$ cat src/rtl/video_timing_pkg.sv
// Shared HD raster timing constants and frame-lock state encoding.
package video_timing_pkg;

  localparam int unsigned H_W = 12;
  localparam int unsigned V_W = 11;

  localparam int unsigned HD_CLK_DIV   = 2;
  localparam int unsigned HD_H_ACT     = 1360;
  localparam int unsigned HD_H_FP      = 64;
  localparam int unsigned HD_H_SYNC    = 112;
  localparam int unsigned HD_H_BP      = 256;
  localparam int unsigned HD_V_ACT     = 768;
  localparam int unsigned HD_V_FP      = 3;
  localparam int unsigned HD_V_SYNC    = 6;
  localparam int unsigned HD_V_BP      = 18;
  localparam int unsigned HD_LOCK_LINE = 768;
  localparam int unsigned HD_LOCK_TOL  = 2;

  localparam int unsigned H_TOTAL = HD_H_ACT + HD_H_FP + HD_H_SYNC + HD_H_BP;
  localparam int unsigned V_TOTAL = HD_V_ACT + HD_V_FP + HD_V_SYNC + HD_V_BP;

  typedef enum logic [1:0] {
    LOCK_FREE  = 2'd0,
    LOCK_PEND  = 2'd1,
    LOCK_APPLY = 2'd2
  } lock_state_e;

  function automatic logic [V_W-1:0] abs_diff(input logic [V_W-1:0] a,
                                               input logic [V_W-1:0] b);
    return (a >= b) ? (a - b) : (b - a);
  endfunction

endpackage

$ cat src/rtl/sync_window_dec.sv
// Registered window decode: o_win follows start <= pos < stop of the next position,
// so it lines up with the position register it shadows.
module sync_window_dec
  import video_timing_pkg::*;
#(
  parameter int unsigned W     = H_W,
  parameter int unsigned START = 0,
  parameter int unsigned STOP  = 1
) (
  input  logic         clk,
  input  logic         rst,
  input  logic [W-1:0] i_pos_d,
  output logic         o_win
);

  logic win_d;
  logic win_q;

  generate
    if (START == 0) begin : g_from_zero
      always_comb win_d = (i_pos_d < W'(STOP));
    end else begin : g_window
      always_comb win_d = (i_pos_d >= W'(START)) && (i_pos_d < W'(STOP));
    end
  endgenerate

  always_ff @(posedge clk) begin
    if (rst) win_q <= 1'b0;
    else     win_q <= win_d;
  end

  assign o_win = win_q;

endmodule

$ cat src/rtl/hd_timing_gen.sv
// HD raster generator: pixel divider, h/v counters, sync/DE decode and an optional
// frame lock that pulls v_pos to LOCK_LINE after an out-of-tolerance PAL frame end.
module hd_timing_gen
  import video_timing_pkg::*;
#(
  parameter int unsigned CLK_DIV   = HD_CLK_DIV,
  parameter int unsigned H_ACT     = HD_H_ACT,
  parameter int unsigned H_FP      = HD_H_FP,
  parameter int unsigned H_SYNC    = HD_H_SYNC,
  parameter int unsigned H_BP      = HD_H_BP,
  parameter int unsigned V_ACT     = HD_V_ACT,
  parameter int unsigned V_FP      = HD_V_FP,
  parameter int unsigned V_SYNC    = HD_V_SYNC,
  parameter int unsigned V_BP      = HD_V_BP,
  parameter int unsigned LOCK_LINE = HD_LOCK_LINE,
  parameter int unsigned LOCK_TOL  = HD_LOCK_TOL
) (
  input  logic           clk,
  input  logic           rst,
  input  logic           i_lock_en,
  input  logic           i_frame_end,
  output logic           o_pix_en,
  output logic           o_hd_clk,
  output logic           o_hd_hsync,
  output logic           o_hd_vsync,
  output logic           o_hd_de,
  output logic [H_W-1:0] o_h_pos,
  output logic [V_W-1:0] o_v_pos,
  output logic           o_locked
);

  localparam int unsigned H_TOT = H_ACT + H_FP + H_SYNC + H_BP;
  localparam int unsigned V_TOT = V_ACT + V_FP + V_SYNC + V_BP;
  localparam int unsigned DIV_W = $clog2(CLK_DIV);

  logic [DIV_W-1:0] div_q, div_d;
  logic [H_W-1:0]   h_q, h_d;
  logic [V_W-1:0]   v_q, v_d;
  logic             pix_en_q, pix_en_d;
  logic             hd_clk_q, hd_clk_d;
  logic             err_big_q, err_big_d;
  logic [1:0]       lock_cnt_q, lock_cnt_d;
  logic             locked_q, locked_d;
  lock_state_e      state_q, state_d;

  logic             pix_en_c;
  logic             wrap_c;
  logic             accept_c;
  logic             jump_c;
  logic             in_tol_c;
  logic             h_act, v_act;

  // Pixel divider; strobe and square wave are registered decodes of the next count.
  always_comb begin
    pix_en_c = (div_q == DIV_W'(CLK_DIV - 1));
    div_d    = pix_en_c ? '0 : div_q + DIV_W'(1);
    pix_en_d = (div_d == DIV_W'(CLK_DIV - 1));
    hd_clk_d = (div_d < DIV_W'(CLK_DIV / 2));
    wrap_c   = pix_en_c && (h_q == H_W'(H_TOT - 1));
  end

  // Raster counters; a lock jump only replaces the v increment at a line wrap.
  always_comb begin
    h_d = h_q;
    v_d = v_q;
    if (pix_en_c) begin
      if (wrap_c) begin
        h_d = '0;
        if (jump_c)                           v_d = V_W'(LOCK_LINE);
        else if (v_q == V_W'(V_TOT - 1))      v_d = '0;
        else                                  v_d = v_q + V_W'(1);
      end else begin
        h_d = h_q + H_W'(1);
      end
    end
  end

  // Lock FSM: next state.
  always_comb begin
    state_d = state_q;
    if (!i_lock_en) begin
      state_d = LOCK_FREE;
    end else begin
      case (state_q)
        LOCK_FREE, LOCK_APPLY: state_d = i_frame_end ? LOCK_PEND : LOCK_FREE;
        LOCK_PEND: begin
          if (wrap_c) state_d = err_big_q ? LOCK_APPLY : LOCK_FREE;
        end
        default:               state_d = LOCK_FREE;
      endcase
    end
  end

  // Lock FSM: outputs (pulse acceptance and the v jump).
  always_comb begin
    accept_c = i_lock_en && i_frame_end && (state_q != LOCK_PEND);
    jump_c   = i_lock_en && (state_q == LOCK_PEND) && wrap_c && err_big_q;
  end

  // Tolerance tracking against the line seen at the accepted pulse.
  always_comb begin
    in_tol_c   = (abs_diff(v_q, V_W'(LOCK_LINE)) <= V_W'(LOCK_TOL));
    err_big_d  = accept_c ? !in_tol_c : err_big_q;
    lock_cnt_d = lock_cnt_q;
    if (!i_lock_en) begin
      lock_cnt_d = 2'd0;
    end else if (accept_c) begin
      if (!in_tol_c)               lock_cnt_d = 2'd0;
      else if (lock_cnt_q != 2'd2) lock_cnt_d = lock_cnt_q + 2'd1;
    end
    locked_d = (lock_cnt_d == 2'd2);
  end

  // Lock FSM: state register, plus the datapath flops.
  always_ff @(posedge clk) begin
    if (rst) begin
      state_q    <= LOCK_FREE;
      div_q      <= '0;
      h_q        <= '0;
      v_q        <= '0;
      pix_en_q   <= 1'b0;
      hd_clk_q   <= 1'b0;
      err_big_q  <= 1'b0;
      lock_cnt_q <= 2'd0;
      locked_q   <= 1'b0;
    end else begin
      state_q    <= state_d;
      div_q      <= div_d;
      h_q        <= h_d;
      v_q        <= v_d;
      pix_en_q   <= pix_en_d;
      hd_clk_q   <= hd_clk_d;
      err_big_q  <= err_big_d;
      lock_cnt_q <= lock_cnt_d;
      locked_q   <= locked_d;
    end
  end

  sync_window_dec #(.W(H_W), .START(H_ACT + H_FP), .STOP(H_ACT + H_FP + H_SYNC)) u_hsync (
    .clk(clk), .rst(rst), .i_pos_d(h_d), .o_win(o_hd_hsync)
  );

  sync_window_dec #(.W(V_W), .START(V_ACT + V_FP), .STOP(V_ACT + V_FP + V_SYNC)) u_vsync (
    .clk(clk), .rst(rst), .i_pos_d(v_d), .o_win(o_hd_vsync)
  );

  sync_window_dec #(.W(H_W), .START(0), .STOP(H_ACT)) u_h_act (
    .clk(clk), .rst(rst), .i_pos_d(h_d), .o_win(h_act)
  );

  sync_window_dec #(.W(V_W), .START(0), .STOP(V_ACT)) u_v_act (
    .clk(clk), .rst(rst), .i_pos_d(v_d), .o_win(v_act)
  );

  assign o_hd_de  = h_act & v_act;
  assign o_pix_en = pix_en_q;
  assign o_hd_clk = hd_clk_q;
  assign o_h_pos  = h_q;
  assign o_v_pos  = v_q;
  assign o_locked = locked_q;

endmodule

$ cat config.mk
export PLATFORM = sky130hd
export DESIGN_NAME = hd_timing_gen
export DESIGN_NICKNAME = d
export VERILOG_FILES = /design/src/rtl/video_timing_pkg.sv /design/src/rtl/sync_window_dec.sv /design/src/rtl/hd_timing_gen.sv
export SDC_FILE = /design/constraint.sdc
export NUM_CORES = 1
export LEC_CHECK = 0
export CAP_MARGIN = 15
export CORE_MARGIN = 2
export CORE_UTILIZATION = 54
export DETAILED_ROUTE_END_ITERATION = 12
export PLACE_DENSITY = 0.79
export SLEW_MARGIN = 5
export SYNTH_ARGS = -nofsm -noshare
export SYNTH_HDL_FRONTEND = slang
export SYNTH_SLANG_ARGS = --single-unit
$ cat constraint.sdc
create_clock -name clk -period 2.85 [get_ports clk]
set_clock_uncertainty 0.15 [all_clocks]
set_input_delay 0.855 -clock clk [delete_from_list [all_inputs] [get_ports clk]]
set_output_delay 0.855 -clock clk [all_outputs]
set_load 0.05 [all_outputs]
==> parameters.txt <==
Parameter                              Value

Pwr
  Worst ir drop on vdd    ~0.27 mV
  Comb pwr share    0.098
  Part of the total power dissipated in the clock network    0.357
  Switching component of the power    ~240 µW
  P per Cell Area    roughly 340 nW/µm²
  Sequential group share of total power    0.545
  Static leakage    approximately 0.0010 µW
  Net Sw Frac    0.2579
  Power Internal    between 600 and 700 µW

Global routing
  Wire length of the first global-routing pass    9425 µm
  Largest net degree at the start of global routing    20
  Via count of the first global-routing pass    a little over 2000
  Global routing met2 resource utilization    0.4017
  Met3 demand-to-capacity share in global routing    0.04532
  Routing layer with the top usage in global route    met2
  GR Layer Usage met1    0.2967
  Antenna violations before repair    0
  Aggregate global routing overflow    0
  Tot GR Track Use    0.2382

STA
  Worst Tran Pin Value    around 0.56 ns
  Setup Viol. Count Final    0
  Setup TNS after final layout    0 ns
  Remaining max-slew budget at the tightest pin    0.6289
  Number of hold-slack violations in the final timing report    0
  Max Clock Freq    between 0.3 and 0.4 GHz
  Final worst path period share    0.9714
  Final critical path time including I/O delays and setup    2.768 ns
  RSZ-0062 raised after global routing    false
  Final max-slew violation count    0

Yosys
  Post-synth EDFFs    0
  Count of distinct cell types in the synthesized netlist    between 60 and 70
  Netlist Area Pre-Place    2287 µm²
  Fraction of registers with async set or reset after synthesis    0
  Number of nets in the synthesized netlist    300
  Count of mapped cells out of synthesis    287
  Main synth FF type    dfxtp_1
  Flip-flop and latch count after synthesis    35
  Mean Syn Cell Area    7.969 µm²
  Part of the Yosys area used for sequential elements    0.3063
  Count of yosys warnings during synthesis    0

Die
  Site row count    23
  Die Y-Extent    69.08 µm
  Initial core utilization    0.5677
  Width of the die    69.08 µm
  Area of the placeable core    4029 µm²
  Total Die Area    4772 µm²
  Number of top-level design ports    33

Min path
  Worst Hold Depth    2
  Min-delay worst type    reg2reg
  Hold Path End    state_q[0]$_SDFFE_PP0P_
  Start point of the worst min-delay path    state_q[0]$_SDFFE_PP0P_

Setup path
  Arrival @ worst endpoint    ~1.8 ns
  Setup slack of the most critical reg-to-reg path    0.25 ns
  Crit path required time    1.85 ns
  Critical path startpoint category    flip-flop
  Cells along the critical path    clkdlybuf4s50_1
  Worst R2R Start    o_v_pos[8]$_SDFF_PP0_
  Critical path's largest stage delay    0.90 ns
  Largest fanout of any net on the critical path    11
  Cell family with most CP delay    buffers and inverters
  Cell with the largest stage delay on the worst path    clkdlybuf4s50_1
  Register-to-Register Path Depth    8
  Critical register-to-register path endpoint    err_big_q$_SDFFE_PP0P_
  Critical setup path kind    reg2out
  Buffers and inverters on the worst path    1
  Critical Path End Type    output port

Clock tree
  Maximum root-to-sink buffer count    2
  Worst-skew pair later-pin latency    0.28 ns
  CTS Hold Bufs    0
  Max H-tree Level    2
  CTS Buf Count    5
  Resized Gates After CTS    0
  Clock edge transition at the registers on the reported setup and hold paths    0.07 ns
  Sinks on the clock net    35
  Number of setup buffers added after CTS    0
  Clk root buf    clkbuf_8
  CTS tree    yes

Final layout
  Fraction of final layout cells with drive strength greater than 1    0.1084
  Area growth from synthesis to final layout    20.84%
  Antenna fix cells    0
  Net count reported at finish    about 340
  Post-route cell area    about 2800 µm²

Placed design
  Number of port buffers    32
  Placement-stage cell area    ~2700 µm²
  Detailed placement HPWL    ~4000 µm
  Gp weighted congestion    0.8631

Routing
  WL final    5570 µm
  Detailed-route via count    2262
  Antenna Nets Post-Route    0
  Drt via density    6.064
  Number of remaining DRC errors    0
  DRC marker count from the first detailed-route iteration    between 100 and 150
  Number of detailed-routing iterations run before antenna repair    5
  Final routed wire length divided by cell count    14.93 µm

Run
  Max-cap viol count    0

Outcome
  Status    completed
layout make-up:
type | instances | area, µm²
Multi-Input combinational cell | 222 | 1446
Fill cell | 352 | 1265
Sequential cell | 35 | 700.7
Timing Repair Buffer | 46 | 425.4
Clock buffer | 5 | 68.82
Tap cell | 50 | 62.56
Inverter | 14 | 52.55
Clock inverter | 1 | 7.507
power groups by stage:
stage | combinational, µW | sequential, µW | clock [µW]
6_report | 92.2 | 510 | 334
5_1_grt | 99.1 | 511 | 363
4_1_cts | 93.1 | 510 | 339
3_5_place_dp | 92.7 | 521 | 0
3_3_place_gp | 90.1 | 520 | 0
2_1_floorplan | 45.1 | 537 | 0
worst max path at each step:
stage                     startpoint                  endpoint  slack (ns)  cells after the start
6_report       o_v_pos[6]$_SDFF_PP0_                o_v_pos[6]        0.08                      1
5_1_grt        o_v_pos[6]$_SDFF_PP0_                o_v_pos[6]        0.01                      1
4_1_cts        o_v_pos[6]$_SDFF_PP0_                o_v_pos[6]        0.08                      1
3_5_place_dp               i_lock_en  u_vsync.o_win$_SDFF_PP0_      -0.002                      7
3_3_place_gp               i_lock_en  u_vsync.o_win$_SDFF_PP0_        0.06                      7
2_1_floorplan  o_v_pos[0]$_SDFF_PP0_    err_big_q$_SDFFE_PP0P_        0.01                      9
layout by cell type (no fill, tap or decap), drive strengths merged, types with 5 or more instances in the layout:
cell           Yosys  layout
a21oi             17      17
nor4               6       6
ha                 9       9
nand4              8       8
mux2i              6       6
xor2               6       6
buf                8      14
clkdlybuf4s50      0      32
nand2             25      25
nand3             13      13
xnor2              5       5
inv               14      14
clkbuf             8       5
dfxtp             35      35
nor2              33      33
o21ai             19      19
nand2b             6       6
nor3              10      10
metrics by stage:
stage	std cells	util	hold WS, ns	power [µW]	worst slack (ns)
CTS	373	0.6860	0.3427	942.1	0.08241
global placement	367	0.6671	0.3245	610.6	0.06216
finish	373	0.6860	0.3447	936.6	0.08160
floorplan	287	-	0.3046	582.5	0.01484
detailed placement	367	0.6671	0.3351	613.5	-0.001532
global route	373	0.6860	0.3892	972.8	0.01338
cell usage after synthesis (2+ instances only):
cell type | number | area share
a211oi_1 | 4 | 0.013
nand2b_1 | 6 | 0.016
o21ai_0 | 18 | 0.039
a21o_1 | 2 | 0.0066
nand3b_1 | 4 | 0.013
mux2i_1 | 6 | 0.026
nor2_1 | 33 | 0.054
or4_1 | 2 | 0.0066
nor4_1 | 3 | 0.0082
o2bb2ai_1 | 2 | 0.0077
clkbuf_1 | 7 | 0.011
o22ai_1 | 3 | 0.0082
a21oi_1 | 17 | 0.037
o21a_1 | 2 | 0.0066
nor4_2 | 2 | 0.011
buf_2 | 5 | 0.011
or3_1 | 2 | 0.0055
nor3_1 | 10 | 0.022
xnor2_1 | 5 | 0.019
a31oi_1 | 4 | 0.011
dfxtp_1 | 35 | 0.31
nand4b_1 | 2 | 0.0077
nand4bb_1 | 2 | 0.0098
and2_1 | 4 | 0.011
o41ai_1 | 2 | 0.0077
ha_1 | 9 | 0.049
nand4_1 | 7 | 0.019
nand2_1 | 24 | 0.039
inv_1 | 14 | 0.023
and3b_1 | 2 | 0.0077
nor2b_1 | 2 | 0.0055
nand3_1 | 12 | 0.026
xor2_1 | 6 | 0.023
per-layer routing:
metal / share of wire / up-vias
li1: - / 1104
met1: 0.42 / 1057
met2: 0.50 / 87
met3: 0.059 / 14
met4: 0.019 / 0
met5: 0 / -
flip-flops by register name, indices dropped and copies added (netlist names), 2 cells and up:
register,count
o_h_pos,12
o_v_pos,11
lock_cnt_q,2
state_q,2
cells by family after synthesis:
logic type	after synthesis	synth area share
compound gates	65	0.1778
xor+xnor	11	0.04212
fa+ha+maj	9	0.04924
buf+inv	30	0.06127
flops	35	0.3063
mux	6	0.02626
simple gates	131	0.3370
Power figures use the tool's default switching activity.
